## src/rtl/cycle_counter_pkg.sv

```systemverilog
// Shared types and register map for the cycle counter bank.
package cycle_counter_pkg;

  typedef enum logic [1:0] {
    CMD_NOP   = 2'b00,
    CMD_START = 2'b01,
    CMD_STOP  = 2'b10,
    CMD_CLEAR = 2'b11
  } cmd_e;

  typedef enum logic {
    ST_STOPPED = 1'b0,
    ST_RUNNING = 1'b1
  } state_e;

  // Per-channel register offsets
  localparam logic [1:0] REG_CTRL   = 2'd0;
  localparam logic [1:0] REG_COUNT  = 2'd1;
  localparam logic [1:0] REG_CMP    = 2'd2;
  localparam logic [1:0] REG_STATUS = 2'd3;

  // Global register offsets
  localparam logic [1:0] REG_PRESC     = 2'd0;
  localparam logic [1:0] REG_START_ALL = 2'd1;
  localparam logic [1:0] REG_STOP_ALL  = 2'd2;

  localparam logic [3:0] GLOBAL_IDX = 4'hF;

  // Decoded bus request for one channel
  typedef struct packed {
    logic        ctrl_we;
    logic        count_we;
    logic        cmp_we;
    logic        status_we;
    logic        start;
    logic        stop;
    logic        clear;
    logic [31:0] wdata;
  } ch_req_t;

endpackage

```

## src/rtl/cycle_counter_channel.sv

```systemverilog
// One counter channel: run/stop FSM, count, compare value and sticky flags.
module cycle_counter_channel
  import cycle_counter_pkg::*;
#(
  parameter int CNT_W    = 32,
  parameter bit SATURATE = 1'b0
) (
  input  logic             clk,
  input  logic             reset,
  input  logic             tick,
  input  ch_req_t          req,
  output logic [CNT_W-1:0] count,
  output logic [CNT_W-1:0] cmp,
  output logic [2:0]       status,
  output logic             irq_req
);

  state_e           state;
  logic [CNT_W-1:0] count_nxt;
  logic             match_ie, ovf, match;
  logic             load, inc, at_max, ovf_set, match_set;

  assign at_max = (count == '1);

  always_comb begin
    count_nxt = count;
    load      = 1'b0;
    inc       = 1'b0;
    if (req.clear) begin
      count_nxt = '0;
      load      = 1'b1;
    end else if (req.count_we) begin
      count_nxt = req.wdata[CNT_W-1:0];
      load      = 1'b1;
    end else if (state == ST_RUNNING && tick) begin
      inc = 1'b1;
      if (!at_max)        count_nxt = count + CNT_W'(1);
      else if (!SATURATE) count_nxt = '0;
    end
  end

  // A saturated hold is not an update, so it cannot raise match
  assign ovf_set   = inc && at_max;
  assign match_set = (load || (inc && count_nxt != count)) && (count_nxt == cmp);

  always_ff @(posedge clk) begin
    if (reset) begin
      state    <= ST_STOPPED;
      count    <= '0;
      cmp      <= '0;
      match_ie <= 1'b0;
      ovf      <= 1'b0;
      match    <= 1'b0;
    end else begin
      count <= count_nxt;
      if (req.stop)       state <= ST_STOPPED;
      else if (req.start) state <= ST_RUNNING;
      if (req.cmp_we)  cmp      <= req.wdata[CNT_W-1:0];
      if (req.ctrl_we) match_ie <= req.wdata[2];
      ovf   <= ovf_set   || (ovf   && !(req.status_we && req.wdata[1]));
      match <= match_set || (match && !(req.status_we && req.wdata[2]));
    end
  end

  assign status  = {match, ovf, state == ST_RUNNING};
  assign irq_req = match && match_ie;

endmodule

```

## src/rtl/cycle_counter_bank.sv

```systemverilog
// Bank of memory-mapped cycle counters with a shared prescaler and OR-ed irq.
module cycle_counter_bank
  import cycle_counter_pkg::*;
#(
  parameter int N_CH     = 4,
  parameter int CNT_W    = 32,
  parameter int PRESC_W  = 8,
  parameter bit SATURATE = 1'b0
) (
  input  logic        clk,
  input  logic        reset,
  input  logic        we,
  input  logic        re,
  input  logic [5:0]  addr,
  input  logic [31:0] wdata,
  output logic [31:0] rdata,
  output logic        irq
);

  logic [3:0]         idx;
  logic [1:0]         rsel;
  logic               glb_sel, start_all_we, stop_all_we, presc_we, tick;
  logic [PRESC_W-1:0] presc, pcnt;
  logic [31:0]        rd_val;
  cmd_e               cmd;

  logic [N_CH-1:0][CNT_W-1:0] ch_count;
  logic [N_CH-1:0][CNT_W-1:0] ch_cmp;
  logic [N_CH-1:0][2:0]       ch_status;
  logic [N_CH-1:0]            ch_irq;

  assign idx          = addr[5:2];
  assign rsel         = addr[1:0];
  assign cmd          = cmd_e'(wdata[1:0]);
  assign glb_sel      = (idx == GLOBAL_IDX);
  assign presc_we     = we && glb_sel && rsel == REG_PRESC;
  assign start_all_we = we && glb_sel && rsel == REG_START_ALL;
  assign stop_all_we  = we && glb_sel && rsel == REG_STOP_ALL;

  // Down-counter: tick while at zero, then reload from presc
  assign tick = (pcnt == '0);

  always_ff @(posedge clk) begin
    if (reset) begin
      presc <= '0;
      pcnt  <= '0;
    end else if (presc_we) begin
      presc <= wdata[PRESC_W-1:0];
      pcnt  <= wdata[PRESC_W-1:0];
    end else if (tick) begin
      pcnt <= presc;
    end else begin
      pcnt <= pcnt - PRESC_W'(1);
    end
  end

  for (genvar i = 0; i < N_CH; i++) begin : g_ch
    logic    sel;
    ch_req_t req;
    assign sel = we && (idx == 4'(i));
    assign req = '{
      ctrl_we:   sel && rsel == REG_CTRL,
      count_we:  sel && rsel == REG_COUNT,
      cmp_we:    sel && rsel == REG_CMP,
      status_we: sel && rsel == REG_STATUS,
      start:     (sel && rsel == REG_CTRL && cmd == CMD_START) || (start_all_we && wdata[i]),
      stop:      (sel && rsel == REG_CTRL && cmd == CMD_STOP)  || (stop_all_we  && wdata[i]),
      clear:     sel && rsel == REG_CTRL && cmd == CMD_CLEAR,
      wdata:     wdata
    };

    cycle_counter_channel #(
      .CNT_W    (CNT_W),
      .SATURATE (SATURATE)
    ) u_ch (
      .clk     (clk),
      .reset   (reset),
      .tick    (tick),
      .req     (req),
      .count   (ch_count[i]),
      .cmp     (ch_cmp[i]),
      .status  (ch_status[i]),
      .irq_req (ch_irq[i])
    );
  end

  // CTRL and unmapped locations read as zero
  always_comb begin
    rd_val = '0;
    if (glb_sel) begin
      if (rsel == REG_PRESC) rd_val = 32'(presc);
    end else begin
      for (int i = 0; i < N_CH; i++) begin
        if (idx == 4'(i)) begin
          case (rsel)
            REG_COUNT:  rd_val = 32'(ch_count[i]);
            REG_CMP:    rd_val = 32'(ch_cmp[i]);
            REG_STATUS: rd_val = 32'(ch_status[i]);
            default:    rd_val = '0;
          endcase
        end
      end
    end
  end

  always_ff @(posedge clk) begin
    if (reset) begin
      rdata <= '0;
      irq   <= 1'b0;
    end else begin
      if (re) rdata <= rd_val;
      irq <= |ch_irq;
    end
  end

endmodule

```

## config.mk

```make
export PLATFORM = sky130hd
export DESIGN_NAME = cycle_counter_bank
export DESIGN_NICKNAME = d
export VERILOG_FILES = /design/src/rtl/cycle_counter_pkg.sv /design/src/rtl/cycle_counter_channel.sv /design/src/rtl/cycle_counter_bank.sv
export SDC_FILE = /design/constraint.sdc
export NUM_CORES = 1
export LEC_CHECK = 0
export CAP_MARGIN = 20
export CELL_PAD_IN_SITES_DETAIL_PLACEMENT = 0
export CELL_PAD_IN_SITES_GLOBAL_PLACEMENT = 1
export CORE_AREA = 2 2 225 227
export DETAILED_ROUTE_END_ITERATION = 8
export DIE_AREA = 0 0 227 229
export GPL_TIMING_DRIVEN = 0
export PLACE_DENSITY_LB_ADDON = 0.1
export SYNTH_ARGS = -nofsm -noshare
export SYNTH_HDL_FRONTEND = slang
export SYNTH_SLANG_ARGS = --single-unit
export TNS_END_PERCENT = 30
```

## constraint.sdc

```tcl
create_clock -name clk -period 3.48 [get_ports clk]
set_input_delay 0.696 -clock clk [delete_from_list [all_inputs] [get_ports clk]]
set_output_delay 0.696 -clock clk [all_outputs]
set_load 0.05 [all_outputs]
```

* Word-level counts from Yosys, hierarchy flattened
Cells that the tools add are included.
Storage, ports and cells: input port bits 42, flip-flop bits (word level) 321, word-level logic and storage cells 219, output and inout port bits 33
Operators by class: multiplexer cells 48, reductions and logical operators 116, eq/ne operators 22, add/sub/neg operators 5
Operators by type and width (number):
- $mux 32 | 21
- $pmux 32 s3 | 4
- $add 32x1->32 const B | 4
- $eq 32x32->1 | 4
- $eq 32x32->1 const B | 4
- $ne 32x32->1 | 4
- $logic_and 1x1->1 | 80
- $mux 8 | 3
- $logic_or 1x1->1 | 20
- $mux 1 | 20
- $eq 2x2->1 const B | 4
- $eq 4x2->1 const B | 2
- $logic_not 1->1 | 8
- $logic_not 8->1 | 1
- $reduce_or 2->1 | 4
- $sub 8x1->8 const B | 1
- $eq 2x1->1 const B | 2
- $eq 4x1->1 const B | 1
- $eq 4x4->1 const B | 1
- $logic_not 4->1 | 1
- $reduce_or 4->1 | 1
- $logic_not 2->1 | 1

* Depth between registers and ports, before layout
Gate-level depths: netlist of the first run.
word-level depth 10, gate-level depth with buffers 14, mapped depth without buffers 12

* Modules after synthesis
From an unflattened synthesis of the first run, not the netlist that was laid out.
Unflattened totals: cells, all modules 2794, area, all modules 21805.9 um^2
Modules (own cells, without submodules):
- cycle_counter_channel (g_ch[1].u_ch ...) | instances 2, area each 4601.9 um^2, cells an instance 593, seq. area each 1361.3 um^2
- cycle_counter_channel (g_ch[3].u_ch) | instances 1, area each 4255.3 um^2, cells an instance 548, seq. area each 1361.3 um^2
- cycle_counter_channel (g_ch[0].u_ch) | instances 1, area each 4220.3 um^2, cells an instance 531, seq. area each 1361.3 um^2
- cycle_counter_bank | instances 1, area each 4126.5 um^2, cells an instance 529, seq. area each 980.9 um^2

* Worst setup path after synthesis of the first run
OpenSTA, ideal clock, no wires.
kind input to register, start input port addr[2], end register g_ch[2].u_ch.match, arrival 3490 ps, required time 3396 ps, setup time 84 ps, cell stages on the path 14, path slack -94 ps, path buffers 4, cell sequence clkbuf_1 > or4b_2 > clkbuf_1 > nor3_1 > buf_2 > nor2_1 > o21ai_1 > buf_2 > nor3_1 > a31oi_1 > nand4_1 > a2111oi_0 > nand4_1 > o31ai_2
On the way: word-level cells in the longest chain between the ends 10, elaborated cells on any way between the ends 21, those cells by class 3 x eq/ne; 6 x mux; 12 x reduce/logical
RTL lines:
- from (decl) | RTL line cycle_counter_bank.sv:14 | input logic [5:0] addr,
- $eq 4x2->1 * | RTL line cycle_counter_bank.sv:60 | assign sel = we && (idx == 4'(i));
- $logic_and 1x1->1 * | RTL line cycle_counter_bank.sv:60
- $logic_and 1x1->1 (on tied branches) | RTL line cycle_counter_bank.sv:63, cycle_counter_bank.sv:68
- $mux 32 / $logic_and 1x1->1 (equally long branches) | RTL line cycle_counter_channel.sv:32, cycle_counter_bank.sv:68
- $mux 32 | RTL line cycle_counter_channel.sv:29 | if (req.clear) begin
- $ne 32x32->1 | RTL line cycle_counter_channel.sv:44 | assign match_set = (load || (inc && count_nxt != count)) && (count_nxt == cmp);
- $logic_and 1x1->1 | RTL line cycle_counter_channel.sv:44
- $logic_or 1x1->1 | RTL line cycle_counter_channel.sv:44
- $logic_and 1x1->1 | RTL line cycle_counter_channel.sv:44
- $logic_or 1x1->1 * | RTL line cycle_counter_channel.sv:61 | match <= match_set || (match && !(req.status_we && req.wdata[2]));
- to (signal assigned) | RTL line cycle_counter_channel.sv:61
- to (decl) | RTL line cycle_counter_channel.sv:20 | logic match_ie, ovf, match;
Mark *: on every way between the ends. The rest lies on a longest branch, timed or not. A chain may end at the register's enable or synchronous reset.

* Worst setup path after layout of the first run
start input port we, end register g_ch[2].u_ch.match
On the way: word-level cells in the longest chain between the ends 9, elaborated cells on any way between the ends 20, those cells by class 2 x eq/ne; 6 x mux; 12 x reduce/logical
RTL lines:
- from (decl) | RTL line cycle_counter_bank.sv:12 | input logic we,
- $logic_and 1x1->1 * | RTL line cycle_counter_bank.sv:60
- $logic_and 1x1->1 (on tied branches) | RTL line cycle_counter_bank.sv:63, cycle_counter_bank.sv:68
- $mux 32 / $logic_and 1x1->1 (equally long branches) | RTL line cycle_counter_channel.sv:32, cycle_counter_bank.sv:68
- $mux 32 | RTL line cycle_counter_channel.sv:29
- $ne 32x32->1 | RTL line cycle_counter_channel.sv:44
- $logic_and 1x1->1 | RTL line cycle_counter_channel.sv:44
- $logic_or 1x1->1 | RTL line cycle_counter_channel.sv:44
- $logic_and 1x1->1 | RTL line cycle_counter_channel.sv:44
- $logic_or 1x1->1 * | RTL line cycle_counter_channel.sv:61
Marked as above.

==> impl_results.md, run 1 <==
- Outcome: finished, violations left
- Failing checks: negative setup slack
- Req. time, crit path: 3.97 ns
- Setup crit end: g_ch[2].u_ch.match
- Critical Path Source: we
- Remaining DRCs: 0
- Post-synth top flop: dfxtp_1
- Final Instance Area: 0.0247 mm²
- Number of enable flip-flop cells after synthesis: 0
- Post-DP HPWL: roughly 90000 µm
- Slew headroom: 12.8%
- Tightest Pin Transition: 1.31 ns
- Max-capacitance violation count: 0
- Vias in the first global route: 22400
- Initial detailed-routing violation count: 4014
- Site row count: 82
- Most common cell after layout, fill and taps aside: nand2_1
- Commonest non-fill, non-tap cells in the layout: nand2_1 (475), dfxtp_1 (311), a21oi_1 (308)
- Largest net degree at the start of global routing: 15
- Router iterations before antenna repair: 8
- Clock root cell: clkbuf_16
- CP Launch Type: primary input
- Fin cells: around 3700
- Worst r2r path cells: 13
- Antenna violations before repair: 4
- Global route overflow: 0
- Final Core Density: ~50%
- Clk buf depth: 3
- PnR worst setup slack: -0.156 ns
- Fraction of registers with async set or reset after synthesis: 0%
- Final Max Slew Viols: 0
- Detail Route Antenna Nets: 0
- I/O pins: 75
- Worst min path class: reg2reg
- Syn nets: 2858
- Die area: 0.0520 mm²
- RSZ-0062 raised after global routing: yes
- Worst R2R End: g_ch[2].u_ch.match
- Fin crit period: 3.64 ns
- Vias/cell: 6.81
- Wire per inst: 32.9 µm
- VDD IR-drop max: 0.000361 V
- Worst R2R Setup Slack: -0.15 ns
- Layout cells sized above 1: 13.0%
- Pwr Total: roughly 11 mW
- CTS tree: built
- Cell Area, Placed: between 0.02 and 0.025 mm²
- Distinct cells, synth: 81
- Die H: about 230 µm
- H-tree depth: 2
- Num CTS Buffers: 40
- Sequential fraction of the synthesis area: 31.8%
- Worst-path maximum fanout: 10
- Crit path DAT: 4.13 ns
- Main area contributors after synthesis: dfxtp_1 (32%), nand2_1 (8.9%), a21oi_1 (7.8%)
- Clock sink count: between 300 and 400
- Endpoints failing setup: 5
- Total Routing Usage GR: approximately 46%
- Kind of critical path: in2reg
- Synth Area per Inst: 7.19 µm²
- Gpl congestion: between 1 and 1.5
- Leakage power total: 8.25 nW
- Vias post-DR: ~25000
- Mapped Cells: roughly 2800
- Core Box Area: between 0.04 and 0.05 mm²
- Post-Route WL: 121000 µm
- Synth warn: 0
- Final worst-path cycle share: 104%
- Synth Register Bits: roughly 320
- Worst Skew: 0.0229 ns
- Starting Density: 40.7%
- Hold Fails Final Rpt: 0
- Clock slew at reported path FFs: 0.07 ns
- Syn-to-layout area delta: 22.3%
- PwrDens: between 400 and 500 mW/mm²
- Die width: 227 µm
- PortBufs: 45
- Post-synth top area cell: dfxtp_1
- Share of the synthesized area in the top cell type: 31.8%
- Fmax: 0.275 GHz
- NumNets Final: 3017
- First-pass GRT wire length: 168000 µm
- FF-to-FF Start: pcnt[1]
- Worst setup EP type: flop
- Hold_ws: 0.458 ns
- Worst-Skew Late Latency: 0.59 ns
- Inst Count DP: around 3500
- Mapped Area: 0.0202 mm²
## stage by stage
| step | setup TNS, ns | setup WS (ns) |
|---|---|---|
| after floorplan | -0.0406 | -0.0406 |
| after global placement | -291.10 | -2.86 |
| after detailed placement | -246.10 | -1.94 |
| after CTS | -0.0511 | -0.0323 |
| after global routing | -0.547 | -0.241 |
| final | -0.662 | -0.156 |
## per-layer routing
metal	wire, µm	global-route usage, %	vias to the layer above
met1	47600	63.0	12000
li1	-	-	10500
met3	16600	12.4	454
met4	9680	29.6	6
met2	46800	61.2	2001
met5	61	0.569	-
## layout make-up
cell class / count / area (µm²)
antenna: 3 / 7.51
buffer: 219 / 1030
clock buffer: 62 / 1220
clock inverter: 9 / 97.6
fill: 5081 / 24900
inverter: 47 / 176
multi-input combinational: 2215 / 13700
sequential: 321 / 6440
tap: 672 / 841
timing repair buffer: 125 / 1230
## what timing repair did
action / CTS / global route
gates cloned: 3 / 0
gates resized for setup: 271 / 53
setup buffers: 52 / 6
hold buffers: 0 / 0
pin swaps: 62 / 19
setup endpoints to repair: 241 / 47
## kinds of logic (layout without fill, tap and decap cells)
family                   count (synthesis)  count (layout)  synth area share [%]
AND/OR/NAND/NOR                       1217            1217                  28.8
AO/OA/AOI/OAI                          791             791                  24.9
flip-flops                             321             321                  31.8
buffers and inverters                  274             462                  5.20
XOR/XNOR                               175             175                  7.59
multiplexers                            26              26                  1.31
adder cells (fa/ha/maj)                  6               6                 0.372
other                                    0               3                     0
## how the worst min path moves through the flow
stage | startpoint | end | cells after the start
after floorplan | g_ch[0].u_ch.match_ie | g_ch[0].u_ch.match_ie | 2
after global placement | g_ch[1].u_ch.match_ie | g_ch[1].u_ch.match_ie | 2
after detailed placement | g_ch[1].u_ch.match_ie | g_ch[1].u_ch.match_ie | 2
after CTS | g_ch[1].u_ch.match_ie | g_ch[1].u_ch.match_ie | 2
after global routing | presc[4] | presc[4] | 2
final | g_ch[1].u_ch.match_ie | g_ch[1].u_ch.match_ie | 2
## power by group
| group | internal, mW | switching (mW) |
|---|---|---|
| combinational | 0.746 | 1.56 |
| clock | 2.56 | 1.83 |
| sequential | 3.75 | 0.128 |
| total | 7.05 | 3.52 |
## synthesized netlist by cell type, types with 13 or more instances
library cell and instances:
a22oi_1 77, buf_1 23, a221oi_1 73, a21oi_1 314, a211oi_1 35, nand4_1 61
nand2b_1 18, nor2_1 229, dfxtp_1 321, a31oi_1 18, xor2_1 82, nor3_1 101
o21ai_0 106, inv_1 47, nor2b_1 13, or3_1 22, nand2_1 479, and3_1 27
nand3_1 89, clkbuf_1 191, and2_1 38, nor4_1 49, mux2i_1 23, and4_1 24
o22ai_1 44, xnor2_1 93, o211ai_1 18
## worst max-delay path: stages
cell and delay, ns:
clkdlybuf4s15_2 0.35, or4b_4 0.58, nor3_4 0.30, buf_4 0.25, buf_4 0.23, buf_4 0.23
a21boi_0 0.11, mux2i_1 0.36, nand4_1 0.18, nor4_2 0.31, nand4_1 0.24, o31ai_2 0.26
## registers in the layout (all words and copies together) (netlist names)
| name | count |
|---|---|
| irq | 1 |
| g_ch.u_ch.state | 4 |
| g_ch.u_ch.ovf | 4 |
| pcnt | 8 |
| g_ch.u_ch.cmp | 128 |
| g_ch.u_ch.match_ie | 4 |
| g_ch.u_ch.count | 128 |
| rdata | 32 |
| g_ch.u_ch.match | 4 |
| presc | 8 |
(Power assumes the default switching activity.)
==> inputs of run 2 (changes only) <==
Settings changed: CAP_MARGIN 20 to 15.
==> run 2 against run 1 <==
- the flow still finishes with violations (negative setup slack)
- design area is 0.97% lower
- core utilization is 0.48 points lower
- via count is 0.82% lower
- first-iteration DRC count is 1.7% higher
- combinational power is 6% lower
- critical endpoint is now rdata[13]
==> impl_results.md, run 2 (same netlist as run 1, synthesis figures left out) <==
- Max-capacitance violation count: 0
- Tightest Pin Transition: 1.30 ns
- Remaining DRCs: 0
- Endpoints failing setup: 12
- Commonest non-fill, non-tap cells in the layout: nand2_1 (475), dfxtp_1 (314), a21oi_1 (308)
- CP most frequent cell: clkbuf_2
- Fmax: 0.270 GHz
- Post-Route WL: 120000 µm
- Cts hold-fix bufs: 0
- Launch point of the worst hold path: g_ch[1].u_ch.match_ie
- Wire per inst: 32.7 µm
- Kind of critical path: in2reg
- Antenna violations before repair: 5
- Hold_ws: approximately 0.46 ns
- Worst R2R End: g_ch[2].u_ch.match
- Failing checks: negative setup slack
- CP Launch Type: primary input
- Clock sink count: 321
- M2 GR Usage: 60.5%
- Largest net degree at the start of global routing: 15
- Die H: 229 µm
- Worst Skew: 0.0190 ns
- I/O pins: 75
- Post-DP HPWL: 89900 µm
- Site row count: 82
- PortBufs: 45
- Top flop regs: g_ch.u_ch.cmp x128, g_ch.u_ch.count x128, rdata x32
- Worst R2R Setup Slack: -0.16 ns
- Hold EP: g_ch[1].u_ch.match_ie
- Worst-path maximum fanout: 10
- Most common cell after layout, fill and taps aside: nand2_1
- Register share of total power: 37.1%
- First-pass GRT wire length: 168000 µm
- Final worst-path cycle share: 107%
- Req. time, crit path: 3.99 ns
- Die area: 0.0520 mm²
- Sw Share: roughly a third
- H-tree depth: 2
- Final Max Slew Viols: 0
- Die width: 227 µm
- Worst r2r path cells: 14
- PwrDens: 427 mW/mm²
- Total Routing Usage GR: 45.4%
- Slowest cell on crit path: o22ai_1
- Hold Fails Final Rpt: 0
- CTS tree: built
- Clock slew at reported path FFs: 0.06 ns
- Worst min path class: reg2reg
- Initial detailed-routing violation count: 4084
- Global route overflow: 0
- Syn-to-layout area delta: 21.1%
- NumNets Final: 3014
- Starting Density: 40.7%
- Fin crit period: 3.71 ns
- Gpl congestion: 1.20
- Int Pwr: about 7.0 mW
- Clock root cell: clkbuf_16
- Leakage power total: 8.14 nW
- Num CTS Buffers: 41
- Hold path cells: 2
- Core Box Area: between 0.04 and 0.05 mm²
- Comb power frac: 20.9%
- Met3 Usage GRT: 13.7%
- RSZ-0062 raised after global routing: yes
- Layout cells sized above 1: approximately 12%
- Pre-CTS WS: -1.98 ns
- PnR worst setup slack: -0.228 ns
- Vias post-DR: 24800
- CP delay by family, top: buffers and inverters
- Worst-Skew Late Latency: 0.59 ns
- FF-to-FF Start: pcnt[0]
- Gr busiest metal: met1
- Worst setup EP type: flop
- Router iterations before antenna repair: 8
- Worst path bufs/invs: 4
- Vias/cell: 6.76
- Crit-path cells: clkdlybuf4s15_2 -> clkbuf_2 -> nor2b_1 -> clkbuf_2 -> clkbuf_1 -> a22oi_1 -> o22ai_1 -> o21ai_0 -> a21oi_1
- Vias in the first global route: between 20000 and 25000
- Clock share of power: a little over two fifths
- GR Util met1: 62.6%
- Detail Route Antenna Nets: 0
- Slew headroom: 13.5%
- P_sw: 3.47 mW
- Outcome: finished, violations left
- Clk buf depth: 3
- Crit path DAT: 4.21 ns
- Crit-path max cell delay: 0.59 ns
- Pwr Total: 10.4 mW
- VDD IR-drop max: 0.000321 V
==> run 2: layout make-up <==
class,count,area (µm²)
Multi-Input combinational cell,2215,13500
Timing Repair Buffer,120,1160
Inverter,47,180
Clock inverter,16,186
Antenna cell,2,5.00
Clock buffer,55,1120
Buffer,220,1040
Sequential cell,321,6430
Fill cell,5134,25200
Tap cell,672,841
==> run 2: power by group through the flow <==
stage	registers, mW	clock network, mW	logic, mW
6_report	3.87	4.39	2.18
5_1_grt	3.87	4.52	2.18
4_1_cts	3.86	4.37	1.96
3_5_place_dp	3.90	0	1.58
3_3_place_gp	3.90	0	1.54
2_1_floorplan	3.90	0	0.794
==> run 2: repair_timing <==
item / CTS / global route
pin swaps: 47 / 11
buffers inserted: 55 / 3
endpoints found under the setup margin: 250 / 12
resized for setup: 251 / 36
cloned: 1 / 0
==> run 2: tightest hold or removal path, stage by stage, from the launching register on <==
cell and delay [ns]:
dfxtp_1 0.31, nand2_1 0.05, a21oi_1 0.05
==> run 2: stage by stage <==
step	cells	util, %	setup TNS, ns	cell area [µm²]
floorplan	2810	-	-0.0406	20200
global placement	3527	43.3	-291.10	21500
detailed placement	3538	43.6	-251.37	21700
CTS	3658	48.8	-0.0597	24300
global route	3666	49.3	-0.799	24500
finish	3668	49.3	-1.11	24500
==> run 2: how the worst max path moves through the flow <==
stage                        from                 end  slack [ns]  depth (start not counted)
final                     addr[1]           rdata[13]       -0.23                          9
after global routing      addr[3]  g_ch[3].u_ch.match       -0.25                         12
after CTS                 pcnt[3]  g_ch[3].u_ch.match       -0.04                         12
after detailed placement  addr[2]  g_ch[1].u_ch.match       -1.98                         13
after global placement    addr[1]  g_ch[1].u_ch.match       -2.86                         11
after floorplan           addr[5]  g_ch[1].u_ch.match       -0.04                         12
==> run 2: layer usage <==
layer	part of all wire (%)	wire (µm)
met2	39	46700
met5	0.053	64
met1	39	47200
met4	7.8	9320
met3	14	16800
